File: config.mk
export PLATFORM = sky130hd
export DESIGN_NAME = muldiv_wb_unit
export DESIGN_NICKNAME = d
export VERILOG_FILES = /design/src/rtl/muldiv_pkg.sv /design/src/rtl/muldiv_datapath.sv /design/src/rtl/muldiv_wb_unit.sv
export SDC_FILE = /design/constraint.sdc
export NUM_CORES = 1
export LEC_CHECK = 0
export CAP_MARGIN = 10
export CORE_MARGIN = 4
export CORE_UTILIZATION = 59
export DETAILED_ROUTE_END_ITERATION = 12
export PLACE_DENSITY = 0.77
export SYNTH_ARGS = -nofsm -noshare
export SYNTH_HDL_FRONTEND = slang
export SYNTH_SLANG_ARGS = --single-unit
File: constraint.sdc
create_clock -name clk -period 8.1 [get_ports clk]
set_input_delay 0.81 -clock clk [delete_from_list [all_inputs] [get_ports clk]]
set_output_delay 0.81 -clock clk [all_outputs]
set_load 0.01 [all_outputs]
File: src/rtl/muldiv_pkg.sv
// muldiv_pkg: op and state encodings shared by the iterative mul/div unit.
// Optional macro MULDIV_EARLY_OUT_EN enables early exit for multiplies.
package muldiv_pkg;

    localparam int DATA_W_DEF = 32;
    localparam int ADDR_W_DEF = 5;

    typedef enum logic [1:0] {
        OP_MUL   = 2'd0,
        OP_MULHU = 2'd1,
        OP_DIVU  = 2'd2,
        OP_REMU  = 2'd3
    } op_e;

    typedef enum logic [1:0] {
        ST_IDLE = 2'd0,
        ST_CALC = 2'd1,
        ST_WB   = 2'd2
    } state_e;

    function automatic logic is_div(input op_e op);
        return op[1];
    endfunction

endpackage

File: src/rtl/muldiv_datapath.sv
// muldiv_datapath: shift-add multiplier and restoring divider, one bit per step.
// Optional macro MULDIV_EARLY_OUT_EN exposes the multiplier-exhausted flag.
module muldiv_datapath
    import muldiv_pkg::*;
#(
    parameter int DATA_W = DATA_W_DEF
) (
    input  logic                clk,
    input  logic                reset,
    input  logic                load,
    input  logic                step,
    input  logic                div_mode,
    input  logic [DATA_W-1:0]   src_a,
    input  logic [DATA_W-1:0]   src_b,
    output logic [2*DATA_W-1:0] product,
    output logic [DATA_W-1:0]   quotient,
    output logic [DATA_W-1:0]   remainder
`ifdef MULDIV_EARLY_OUT_EN
    ,
    output logic                mplier_zero
`endif
);

    logic [2*DATA_W-1:0] prod_q;
    logic [2*DATA_W-1:0] mcand_q;
    logic [DATA_W-1:0]   opb_q;
    logic [DATA_W-1:0]   quot_q;
    logic [DATA_W-1:0]   rem_q;
    logic [DATA_W:0]     rem_shift;
    logic [DATA_W:0]     rem_diff;
    logic                rem_ge;

    // rem_q < divisor always, so a borrow shows up in the top diff bit
    always_comb begin
        rem_shift = {rem_q, quot_q[DATA_W-1]};
        rem_diff  = rem_shift - {1'b0, opb_q};
        rem_ge    = ~rem_diff[DATA_W];
    end

    always_ff @(posedge clk or negedge reset) begin
        if (!reset) begin
            prod_q  <= '0;
            mcand_q <= '0;
            opb_q   <= '0;
            quot_q  <= '0;
            rem_q   <= '0;
        end else if (load) begin
            prod_q  <= '0;
            mcand_q <= {{DATA_W{1'b0}}, src_a};
            opb_q   <= src_b;
            quot_q  <= src_a;
            rem_q   <= '0;
        end else if (step) begin
            if (div_mode) begin
                rem_q  <= rem_ge ? rem_diff[DATA_W-1:0]
                                 : rem_shift[DATA_W-1:0];
                quot_q <= {quot_q[DATA_W-2:0], rem_ge};
            end else begin
                if (opb_q[0]) begin
                    prod_q <= prod_q + mcand_q;
                end
                mcand_q <= mcand_q << 1;
                opb_q   <= opb_q >> 1;
            end
        end
    end

    assign product   = prod_q;
    assign quotient  = quot_q;
    assign remainder = rem_q;

`ifdef MULDIV_EARLY_OUT_EN
    assign mplier_zero = (opb_q == '0);
`endif

endmodule

File: src/rtl/muldiv_wb_unit.sv
// muldiv_wb_unit: FSM, iteration counter and RegisterFile write-port registers.
// Optional macro MULDIV_EARLY_OUT_EN ends multiplies once the multiplier is spent.
module muldiv_wb_unit
    import muldiv_pkg::*;
#(
    parameter int DATA_W = DATA_W_DEF,
    parameter int ADDR_W = ADDR_W_DEF,
    parameter int CNT_W  = 6
) (
    input  logic              clk,
    input  logic              reset,
    input  logic              start,
    input  logic [1:0]        op,
    input  logic [DATA_W-1:0] src_a,
    input  logic [DATA_W-1:0] src_b,
    input  logic [ADDR_W-1:0] rd_addr,
    output logic              busy,
    output logic              done,
    output logic              Write_Reg,
    output logic [ADDR_W-1:0] W_Addr,
    output logic [DATA_W-1:0] W_Data
);

    state_e              state;
    logic [CNT_W-1:0]    cnt;
    op_e                 op_q;
    logic [ADDR_W-1:0]   rd_q;
    logic [2*DATA_W-1:0] product;
    logic [DATA_W-1:0]   quotient;
    logic [DATA_W-1:0]   remainder;
    logic [DATA_W-1:0]   result;
    logic                load;
    logic                step;
    logic                last;

    assign load = (state == ST_IDLE) && start;
    assign step = (state == ST_CALC) && !last;

`ifdef MULDIV_EARLY_OUT_EN
    logic mplier_zero;
    assign last = (cnt == CNT_W'(DATA_W)) || (!is_div(op_q) && mplier_zero);
`else
    assign last = (cnt == CNT_W'(DATA_W));
`endif

    muldiv_datapath #(
        .DATA_W (DATA_W)
    ) u_dp (
        .clk       (clk),
        .reset     (reset),
        .load      (load),
        .step      (step),
        .div_mode  (is_div(op_q)),
        .src_a     (src_a),
        .src_b     (src_b),
        .product   (product),
        .quotient  (quotient),
        .remainder (remainder)
`ifdef MULDIV_EARLY_OUT_EN
        ,
        .mplier_zero (mplier_zero)
`endif
    );

    always_comb begin
        result = '0;
        unique case (op_q)
            OP_MUL:   result = product[DATA_W-1:0];
            OP_MULHU: result = product[2*DATA_W-1:DATA_W];
            OP_DIVU:  result = quotient;
            OP_REMU:  result = remainder;
        endcase
    end

    always_ff @(posedge clk or negedge reset) begin
        if (!reset) begin
            state     <= ST_IDLE;
            cnt       <= '0;
            op_q      <= OP_MUL;
            rd_q      <= '0;
            busy      <= 1'b0;
            done      <= 1'b0;
            Write_Reg <= 1'b0;
            W_Addr    <= '0;
            W_Data    <= '0;
        end else begin
            unique case (state)
                ST_IDLE: begin
                    if (start) begin
                        state <= ST_CALC;
                        cnt   <= '0;
                        op_q  <= op_e'(op);
                        rd_q  <= rd_addr;
                        busy  <= 1'b1;
                    end
                end
                ST_CALC: begin
                    if (last) begin
                        state     <= ST_WB;
                        done      <= 1'b1;
                        Write_Reg <= (rd_q != '0);
                        // x0 is never written; port keeps its last value
                        if (rd_q != '0) begin
                            W_Addr <= rd_q;
                            W_Data <= result;
                        end
                    end else begin
                        cnt <= cnt + CNT_W'(1);
                    end
                end
                ST_WB: begin
                    state     <= ST_IDLE;
                    busy      <= 1'b0;
                    done      <= 1'b0;
                    Write_Reg <= 1'b0;
                end
                default: state <= ST_IDLE;
            endcase
        end
    end

endmodule

---- After elaboration in Yosys (flattened, before gate mapping) ----
Cells that the tools add are included.
operators by class
  muxes and demuxes ....................... 30
  equal/unequal tests ..................... 10
  reductions and logical operators ........ 21
  $add $sub $neg .......................... 3
  bitwise gates (word level) .............. 1
operator list
  kind                 number
  $mux 64              7
  $mux 32              10
  $pmux 32 s4          1
  $add 64x64->64       1
  $sub 33x32->33       1
  $mux 6               2
  $pmux 6 s2           1
  $reduce_and 2->1     6
  $reduce_bool 2->1    6
  $reduce_and 3->1     3
  $add 6x1->6 const B  1
  $eq 2x2->1 const B   3
  $eq 6x6->1 const B   1
  $ne 2x2->1 const B   3
  $pmux 1 s2           3
  $reduce_bool 5->1    1
  $eq 2x1->1 const B   2
  $logic_not 2->1      2
  $mux 2               2
  $pmux 2 s2           1
  $mux 1               3
  $logic_and 1x1->1    2
  $ne 2x1->1 const B   1
  $logic_not 1->1      1
  $not 1->1            1
storage, ports and cells
  output and inout port bits .............. 40
  logic and storage cells ................. 79
  register bits ........................... 279

---- Logic depth before layout (Yosys ltp) ----
  word-level depth ........................ 5
  mapped depth ............................ 17
  depth with buffers taken out ............ 15

---- Cells and area by module ----
A second synthesis with hierarchy kept.
second synthesis, totals
  cell total of the unflattened synthesis .. 2064
  area total of the unflattened synthesis .. 18069.8 um2
by module, submodules not included
  module           area an instance (um2)  times used  cells each
  muldiv_datapath  15001.9                 1           1865
  muldiv_wb_unit   3067.9                  1           199

---- Worst setup path before layout ----
OpenSTA, ideal clock, no wires.
  path type ............................... reg2reg
  start point ............................. reg u_dp.quot_q[31], in the netlist u_dp.quotient[31]
  end point ............................... reg u_dp.rem_q[26], in the netlist u_dp.remainder[26]
  arrival ................................. 2977 ps
  library setup time ...................... 121 ps
  setup slack ............................. 5002 ps
  cell stages (with the launch flop) ...... 16
  clock period less this slack ............ 3098 ps
  path buffers ............................ 0
  cell sequence ........................... dfrtp_1 -> inv_1 -> ha_1 -> inv_1 -> fa_1 -> a211oi_1 -> nor2_1 -> o31ai_2 -> a31oi_1 -> a31oi_2 -> o21bai_1 -> a221o_1 -> a21oi_1 -> xor2_1 -> o21ai_0 -> a22o_1
on the way
  word-level cells in the longest chain between the ends .. 5
RTL lines
  element                 RTL line               text
  start, declared         muldiv_datapath.sv:27  logic [DATA_W-1:0] quot_q;
  start signal, assigned  muldiv_datapath.sv:51  quot_q <= src_a;
  start signal, assigned  muldiv_datapath.sv:57  quot_q <= {quot_q[DATA_W-2:0], rem_ge};
  $sub 33x32->33          muldiv_datapath.sv:36  rem_diff = rem_shift - {1'b0, opb_q};
  $mux 32                 muldiv_datapath.sv:55  rem_q <= rem_ge ? rem_diff[DATA_W-1:0]
  $mux 32                 muldiv_datapath.sv:54  if (div_mode) begin
  $mux 32                 muldiv_datapath.sv:53  end else if (step) begin
  $mux 32                 muldiv_datapath.sv:47  end else if (load) begin
  end signal, assigned    muldiv_datapath.sv:55
  end, declared           muldiv_datapath.sv:28  logic [DATA_W-1:0] rem_q;
Every way passes these cells. The select of a mux whose other input is x is not followed.
A chain may end at the register's enable or synchronous reset.

---- Final worst setup path ----
  start point ............................. reg u_dp.quot_q[31], in the netlist u_dp.quotient[31]
  end point ............................... reg u_dp.rem_q[3], in the netlist u_dp.remainder[3]
Same word-level chain as after synthesis.

==> flow_summary.toml <==
[outcome]
status = "finished clean"

[clock_tree]
cts_max_path_buffers = 3
cts_sinks = 279
ctsHoldBuffers = 0
cts_root_buf = "clkbuf_16"
clkTransAtPathRegs_ns = 0.06
cts_buffers = 31
post_cts.repair.setup_buffers = 0
clock_latency_ns = 0.56
cts_resized = 0
htree_levels = 1
cts_tree = "done"

[worst_setup_path]
arrival_ns = 4.51
worst-path-max-fanout = 38
critPathLaunch = "u_dp.quotient[31]$_DFFE_PN0P_"
r2r-start = "u_dp.quotient[31]$_DFFE_PN0P_"
criticalPathCategory = "reg -> reg"
critPathLaunchType = "flip-flop"
crit_required_ns = 8.53
critPathCaptureType = "flip-flop"

[floorplan]
io-pin-count = 114
rows = 62
core_area_sq_um = 28900
die-area_sq_um = 32200
die_h_microns = 179
initial_core_util_pct = 60.1
die_w_microns = 179

[finish]
drive_gt1_share_pct = 8.89
area_growth_pct = 14.4
num_antenna_cells = 0
final_util_pct = 68.8
multi_input_area_sq_um = 9770
stdcell_count = 2374
fill_cells = 2306
nNetsFinal = 2140
seq_area_sq_um = 6980

[sta]
hold_violations = 0
fin_tns_setup_ns = 0
setup_viol = 0
min_period_ns = 4.08
worst_slew_pin_slew_ns = 1.13
max_freq_mhz = 245
rsz0062_at_grt = "false"
slew_violations = 0
fin_crit_sh_pct = 50.3
finalClockSkew_ns = 0.0104
slew_headroom_pct = 24.8

[detailed_routing]
avgRoutedWirePerCell_microns = 20.0
via_count = 14908
drt_wl_total_mm = 47.6
via_per_inst = 6.28
drtIter0Drc = 1280
first_pass_iters = 6
drc = 0
ant_nets = 0

[yosys]
syn_avg_cell_area_sq_um = 9.04
synth_cell_types = 81
ys_ff_latch = 279
synth-edff-count = 0
yosysTopAreaCellShare_pct = 40.2
synth_area_leader_cell = "dfrtp_1"
synthCells = 1918
syn-cell-area_sq_um = 17300
synth_top_flop_cell = "dfrtp_1"
synth_warnings = 0
seq_area_frac_synth_pct = 40.2
syn_nets = 2091
synthTopCellsByArea = "dfrtp_1 (40%), ha_1 (7.0%), nand2_1 (6.9%)"
synth-async-reset-ratio_pct = 100

[global_route]
overflow = 0
grt_pass1_wl_mm = 77.7
grt_pass1_vias = 14627
grt_antenna_before_repair = 1
grt_use_total_pct = 28.8
grt_start_max_net_pins = 164

[power_and_ir_drop]
p_int_uw = 4650
p_seq_share_pct = 27.7
power_uw = 8380
peakVddDrop_v = 0.000294
pwr-share-clk_pct = 18.9
p_comb_share_pct = 53.4
leakage_uw = 0.00919
power.density_nw_per_um2 = 422
switchingPower_uw = 3730
switching_share_pct = 44.5

[placed_design]
placedCellCount = 2318
hpwl_mm = 33.5
place_congestion = 0.971
portBuffers = 113

[hold_path]
hold_path.class = "in -> async"

[flow_run]
max_cap_violations = 0
## layer usage
metal | wire [microns] | track usage, % | vias to the layer above
met5 | 13 | 0 | -
met4 | 1670 | 9.17 | 2
met3 | 3410 | 4.32 | 93
met2 | 22300 | 47.7 | 566
met1 | 20200 | 39.4 | 7278
li1 | - | - | 6969
## cells by family after synthesis
kind of cell | synth area share (%)
AOI/OAI and AO/OA | 20.9
xor gates and xnor gates | 4.23
adders and majority gates | 7.23
buffers and inverters | 3.82
DFF | 40.2
muxes | 6.83
and+or+nand+nor | 16.8
## synth_stat cells, types with 9 or more instances
library cell,instances
nand2_1,321
dfrtp_1,279
a21oi_1,177
nor2_1,145
o21ai_0,101
ha_1,97
clkbuf_1,85
inv_1,54
nand3_1,53
a21o_1,51
a31oi_1,46
xnor2_1,42
xor2_1,40
mux2_2,35
and2_1,34
o21ai_1,34
a221o_1,33
mux4_2,32
nand4_1,29
o21bai_1,17
nand2b_1,15
nor3_1,13
o31ai_1,13
a211oi_1,12
and3_1,12
buf_2,12
o21a_1,12
a22o_1,10
buf_1,9
## worst paths after layout
kind	depth (start not counted)	slack, ns	end
max	16	4.02	u_dp.remainder[3]$_DFFE_PN0P_
min	1	0.31	cnt[4]$_DFFE_PN0P_
max reg2reg	16	4.02	u_dp.remainder[3]$_DFFE_PN0P_
min reg2reg	2	0.50	u_dp.mcand_q[63]$_DFFE_PN0P_
max in group asynchronous	2	6.39	u_dp.mcand_q[1]$_DFFE_PN0P_
min in group clk	2	0.50	u_dp.mcand_q[63]$_DFFE_PN0P_
## sequential cells by signal (all words and copies together), names as in the netlist, 5 cells and up
register        flops
u_dp.quotient      32
W_Data             32
u_dp.opb_q         32
W_Addr              5
cnt                 6
rd_q                5
u_dp.product       64
u_dp.mcand_q       64
u_dp.remainder     32
## placed cells by master (no fill, tap or decap), drive strengths merged, types with 10 or more instances in the layout
cell	instances
nand3	54
a21o	51
o21bai	18
ha	97
o21a	12
a22o	10
dfrtp	279
a31oi	48
nor2	145
buf	16
nand2b	15
nand2	321
mux4	32
inv	55
xor2	40
o31ai	16
clkdlybuf4s50	112
o21ai	136
clkbuf	46
a211oi	12
a221o	34
nor3	15
and3	12
mux2	35
a21oi	179
xnor2	43
and2	34
nand4	29
## critical path: stages, from the launching register on
cell and delay [ns]:
dfrtp_1 0.44, inv_1 0.08, ha_1 0.17, inv_1 0.06, fa_1 0.42, a211oi_1 0.22
nor2_1 0.12, o31ai_2 0.34, a31oi_1 0.18, a31oi_2 0.37, o31ai_4 0.13, a21boi_2 0.24
xnor2_4 0.27, buf_4 0.45, and3b_1 0.23, a21oi_1 0.14, o21ai_1 0.08
## cell type report
| type | count | area share [%] |
|---|---|---|
| clock inverter | 10 | 1.05 |
| sequential | 279 | 35.2 |
| tap | 384 | 2.42 |
| multi-input combinational | 1473 | 49.2 |
| inverter | 54 | 1.02 |
| clock buffer | 46 | 4.80 |
| timing repair buffer | 128 | 6.35 |
## power groups by stage
stage	clock [uW]	sequential, uW	combinational (uW)
3_3_place_gp	0	2300	4270
4_1_cts	1600	2310	4430
2_1_floorplan	0	2170	3360
6_report	1580	2320	4470
3_5_place_dp	0	2330	4400
5_1_grt	1660	2370	4930
## metrics by stage
step | worst slack [ns] | area, sq um | hold slack, ns
after detailed placement | 4.07 | 18700 | 0.490
after global placement | 4.24 | 18700 | 0.480
final | 4.02 | 19900 | 0.307
after CTS | 4.04 | 19900 | 0.351
after floorplan | 5.00 | 17300 | 0.456
after global routing | 3.85 | 19900 | 0.384
Note: power is estimated with default switching activity, not from simulation.
